`config.mk`:
```
export PLATFORM = sky130hd
export DESIGN_NAME = count_sequencer
export DESIGN_NICKNAME = d
export VERILOG_FILES = /design/src/rtl/count_sequencer.sv
export SDC_FILE = /design/constraint.sdc
export NUM_CORES = 1
export LEC_CHECK = 0
export CORE_AREA = 8 8 60 62
export CTS_CLUSTER_DIAMETER = 80
export DETAILED_ROUTE_END_ITERATION = 7
export DIE_AREA = 0 0 68 70
export PLACE_DENSITY = 0.74
export SLEW_MARGIN = 20
export SYNTH_ARGS = -nofsm -noshare
export SYNTH_HDL_FRONTEND = slang
export SYNTH_SLANG_ARGS = --single-unit
```
`constraint.sdc`:
```
create_clock -name clk -period 3.5 [get_ports clk]
set_clock_uncertainty 0.1 [all_clocks]
set_input_delay 0.7 -clock clk [delete_from_list [all_inputs] [get_ports clk]]
set_output_delay 0.7 -clock clk [all_outputs]
set_load 0.02 [all_outputs]
```
`src/rtl/count_sequencer.sv`:
```
// count_sequencer
//   Start/stop/pause controlled up-counter with a latched terminal count.
//   One-shot mode counts 0..limit once and parks at limit; periodic mode
//   wraps to 0 after limit and keeps running. Every reached terminal count
//   produces a one-cycle done pulse and bumps a saturating period counter.
//
// Ports
//   clk      in   rising-edge clock
//   reset    in   asynchronous active-low reset
//   start    in   single-cycle command: latch limit/mode and begin counting
//   stop     in   abort to IDLE (highest priority)
//   pause    in   level; freezes counting while high
//   mode     in   0 = one-shot, 1 = periodic (sampled with start)
//   limit    in   terminal count (sampled with start, 0 is rejected)
//   q        out  current count
//   busy     out  high in RUN or HOLD
//   done     out  one-cycle pulse per reached terminal count
//   err      out  one-cycle pulse on a rejected start
//   periods  out  completed periods since last accepted start, saturating
//
// state | meaning
// ------+----------------------------------------------
// IDLE  | waiting for an accepted start, q keeps last value
// RUN   | counting toward lim_r
// HOLD  | paused, q frozen until pause drops

module count_sequencer #(
    parameter int WIDTH  = 4,
    parameter int PCNT_W = 8
) (
    input  logic              clk,
    input  logic              reset,
    input  logic              start,
    input  logic              stop,
    input  logic              pause,
    input  logic              mode,
    input  logic [WIDTH-1:0]  limit,
    output logic [WIDTH-1:0]  q,
    output logic              busy,
    output logic              done,
    output logic              err,
    output logic [PCNT_W-1:0] periods
);

    typedef enum logic [1:0] {
        IDLE = 2'd0,
        RUN  = 2'd1,
        HOLD = 2'd2
    } state_t;

    localparam logic [PCNT_W-1:0] PCNT_MAX = '1;

    state_t           state;
    logic [WIDTH-1:0] lim_r;
    logic             mode_r;

    always_ff @(posedge clk or negedge reset) begin
        if (!reset) begin
            state   <= IDLE;
            q       <= '0;
            lim_r   <= '0;
            mode_r  <= 1'b0;
            busy    <= 1'b0;
            done    <= 1'b0;
            err     <= 1'b0;
            periods <= '0;
        end else begin
            done <= 1'b0;
            err  <= 1'b0;
            if (stop) begin
                state <= IDLE;
                q     <= '0;
                busy  <= 1'b0;
            end else begin
                case (state)
                    IDLE: begin
                        if (start) begin
                            if (limit != '0) begin
                                lim_r   <= limit;
                                mode_r  <= mode;
                                q       <= '0;
                                periods <= '0;
                                state   <= RUN;
                                busy    <= 1'b1;
                            end else begin
                                err <= 1'b1;
                            end
                        end
                    end
                    // start is deliberately not decoded here: a running
                    // sequence can only be restarted after a stop.
                    RUN: begin
                        if (pause) begin
                            state <= HOLD;
                        end else if (q == lim_r) begin
                            done <= 1'b1;
                            if (periods != PCNT_MAX)
                                periods <= periods + 1'b1;
                            if (mode_r) begin
                                q <= '0;
                            end else begin
                                state <= IDLE;
                                busy  <= 1'b0;
                            end
                        end else begin
                            q <= q + 1'b1;
                        end
                    end
                    // Resume edge only returns to RUN; counting restarts
                    // on the following edge.
                    HOLD: begin
                        if (!pause)
                            state <= RUN;
                    end
                    default: begin
                        state <= IDLE;
                        busy  <= 1'b0;
                    end
                endcase
            end
        end
    end

endmodule

```
==> results by group <==
Worst setup path
  – CP startpoint kind: input pin
  – CP required: 3.65 ns
  – Crit end category: flop
  – Reg2Reg Depth: 4
  – CP max FO: 8
  – Worst r2r dst: periods[1]
  – Reg-to-reg startpoint: q[0]
  – Reg-to-reg setup timing slack: 1.52 ns
  – WP data arrival: 2.48 ns
  – Kind of critical path: in2reg

Layout
  – Nets: 161
  – Most frequent cells in the layout: clkdlybuf4s50_1 (23), dfrtp_1 (22), inv_1 (12), a31oi_1 (9), nand2_1 (8)
  – Fin area: 1560 µm²
  – Multi-input gate area: 651 µm²
  – Layout area overhead: 22.1%
  – Share of layout cells above drive strength 1: 10.8%
  – Fillers: 252
  – Reg area: 551 µm²
  – Most common cell after layout, fill and taps aside: clkdlybuf4s50_1
  – Ant diodes: 0
  – Post-layout util: 58.5%

Yosys
  – Cell count after synthesis: 124
  – Post-synthesis cell type count: 46
  – Synth Area in Simple Gates: 20.6%
  – Adder and majority gate portion of the synthesized area: 1.96%
  – Post-synth EDFFs: 0
  – Yosys top cell area share: 43.2%
  – Mux cell area share after synthesis: 1.67%
  – Largest family of logic cells by synthesized area: compound AO/OA/AOI/OAI gates
  – Post-synthesis compound-gate area fraction: 23.4%
  – Main synth FF type: dfrtp_1
  – Synthesized flop and latch total: 22
  – Syn_nets: 136
  – Cell taking the most area after synthesis: dfrtp_1
  – Largest cells by area after synthesis: dfrtp_1 (43%), a31oi_1 (4.4%), nor4b_4 (3.7%)
  – Ys async rst share: 100%
  – Post-Synthesis Cell Area: 1270 µm²
  – Syn. warnings: 0
  – Part of the Yosys area used for sequential elements: 43.2%
  – Syn Area/Cell: 10.3 µm²
  – XOR/XNOR Fraction of Synth Area: 3.43%

Detailed routing
  – DRC errors left: 0
  – Starting DRT DRC Count: 35
  – Vias: 1086
  – Drt pass-1 iters: 4
  – Final wirelength: 3.01 mm
  – Antenna Nets Post-Route: 0
  – WL/cell: 16.8 µm
  – Vias per cell: 6.07

Clock network
  – Clock transition at path regs: 0.13 ns
  – Hold buffers post-CTS: 0
  – Post-CTS setup buffers: 0
  – Clock buffer depth: 2
  – H-tree levels: 1
  – Clk_lat worst skew: 0.31 ns
  – Clock sinks: 22
  – PostCTS Resize Cnt: 0
  – CTS tree: done
  – CTS Buf Count: 3
  – Root Buffer Master: clkbuf_4

Die
  – # IOs: 25
  – Die ar.: 4760 µm²
  – Initial Util: 47.9%
  – Row cnt: 19
  – Core area: 2660 µm²
  – Die Ht: 70 µm
  – Width of the die: 68 µm

Timing
  – Period utilisation layout: 66.4%
  – RSZ-0062 raised after global routing: false
  – PnR worst setup slack: 1.18 ns
  – Slew @ Worst Pin: 0.556 ns
  – Setup TNS Final: 0 ns
  – Final Critical Period: 2.32 ns
  – Final setup fails: 0
  – Rel. slew slack: 62.9%
  – Fmax: 431 MHz
  – Final hold slack: 0.238 ns
  – Max Slew Vio Count: 0
  – Final Hold Fails: 0

GRT
  – Vias in the first global route: 1133
  – Initial antenna violation count: 0
  – Total Routing Usage GR: 13.2%
  – Largest net degree at the start of global routing: 23
  – Global-route wire length before repair: 5.09 mm
  – Total gr overflow: 0

Placement
  – GP Congestion: 0.837
  – Placement Setup Slack: 0.867 ns
  – # port buffers: 24
  – Post-Place Cell Area: 1530 µm²
  – Dpl hpwl: 2.28 mm

Flow run
  – Max Cap Viol: 0

Power
  – Power per Cell Area: 438 nW/µm²
  – Peak supply drop: 230 µV
  – Static Leak: 0.642 nW

Worst hold path
  – Worst min path class: in2async

Run status
  – Run status: finished, final reports clean
-- Yosys cell counts (2+ instances only) --
master and count:
nand2_1 8, a211o_1 2, o21ai_0 2, o211ai_1 3
a22o_1 3, nand3_1 6, nor2_1 3, nand2b_1 2
xnor2_1 5, and3_1 5, nand4_1 4, inv_1 12
a311oi_1 2, nor4b_4 2, ha_1 2, dfrtp_1 22
a31oi_1 9, a41oi_1 3, nor3_1 2
-- report_power, final --
part / internal [mW] / switching, mW
combinational: 0.0945 / 0.109
sequential: 0.288 / 0.0474
clock: 0.0635 / 0.0789
total: 0.446 / 0.236
-- cell families after synthesis --
family                   count (synthesis)
XOR/XNOR                                 5
AO/OA/AOI/OAI                           37
multiplexers                             2
flip-flops                              22
AND/OR/NAND/NOR                         40
adder cells (fa/ha/maj)                  2
buffers and inverters                   16
-- flip-flops by register name (all words and copies together) (netlist names) --
name     count
done         1
mode_r       1
lim_r        4
q            4
busy         1
state        2
periods      8
err          1
-- layout make-up --
| type | count | share of cell area, % |
|---|---|---|
| clock buffers | 4 | 2.33 |
| well taps | 31 | 2.49 |
| multi-input cells | 86 | 41.8 |
| repair buffers | 24 | 15.1 |
| inverters | 12 | 2.89 |
| flip-flops and latches | 22 | 35.4 |
-- stage by stage --
stage | std cells | power, mW
floorplan | 124 | 0.461
global placement | 175 | 0.538
global route | 179 | 0.723
detailed placement | 175 | 0.545
CTS | 179 | 0.688
finish | 179 | 0.681
-- critical path, stage by stage --
cell             delay, ns
clkdlybuf4s50_1       0.62
nor4b_4               0.44
o21ai_1               0.16
o21ai_2               0.34
mux2i_1               0.22
-- worst max path at each step --
stage | start | endpoint | cells after the start
global placement | stop | periods[1] | 5
finish | stop | periods[1] | 5
floorplan | limit[1] | mode_r | 3
global route | stop | periods[1] | 5
CTS | stop | periods[1] | 5
detailed placement | stop | periods[1] | 5
-- per-layer routing --
| metal | track usage (%) | up-vias | part of all wire, % |
|---|---|---|---|
| met5 | 0 | - | 0 |
| met4 | 4.33 | 0 | 1.3 |
| met3 | 3.03 | 5 | 5.1 |
| met2 | 21.6 | 24 | 49 |
| met1 | 16.2 | 529 | 45 |
| li1 | - | 528 | - |
Note: power is estimated with default switching activity, not from simulation.
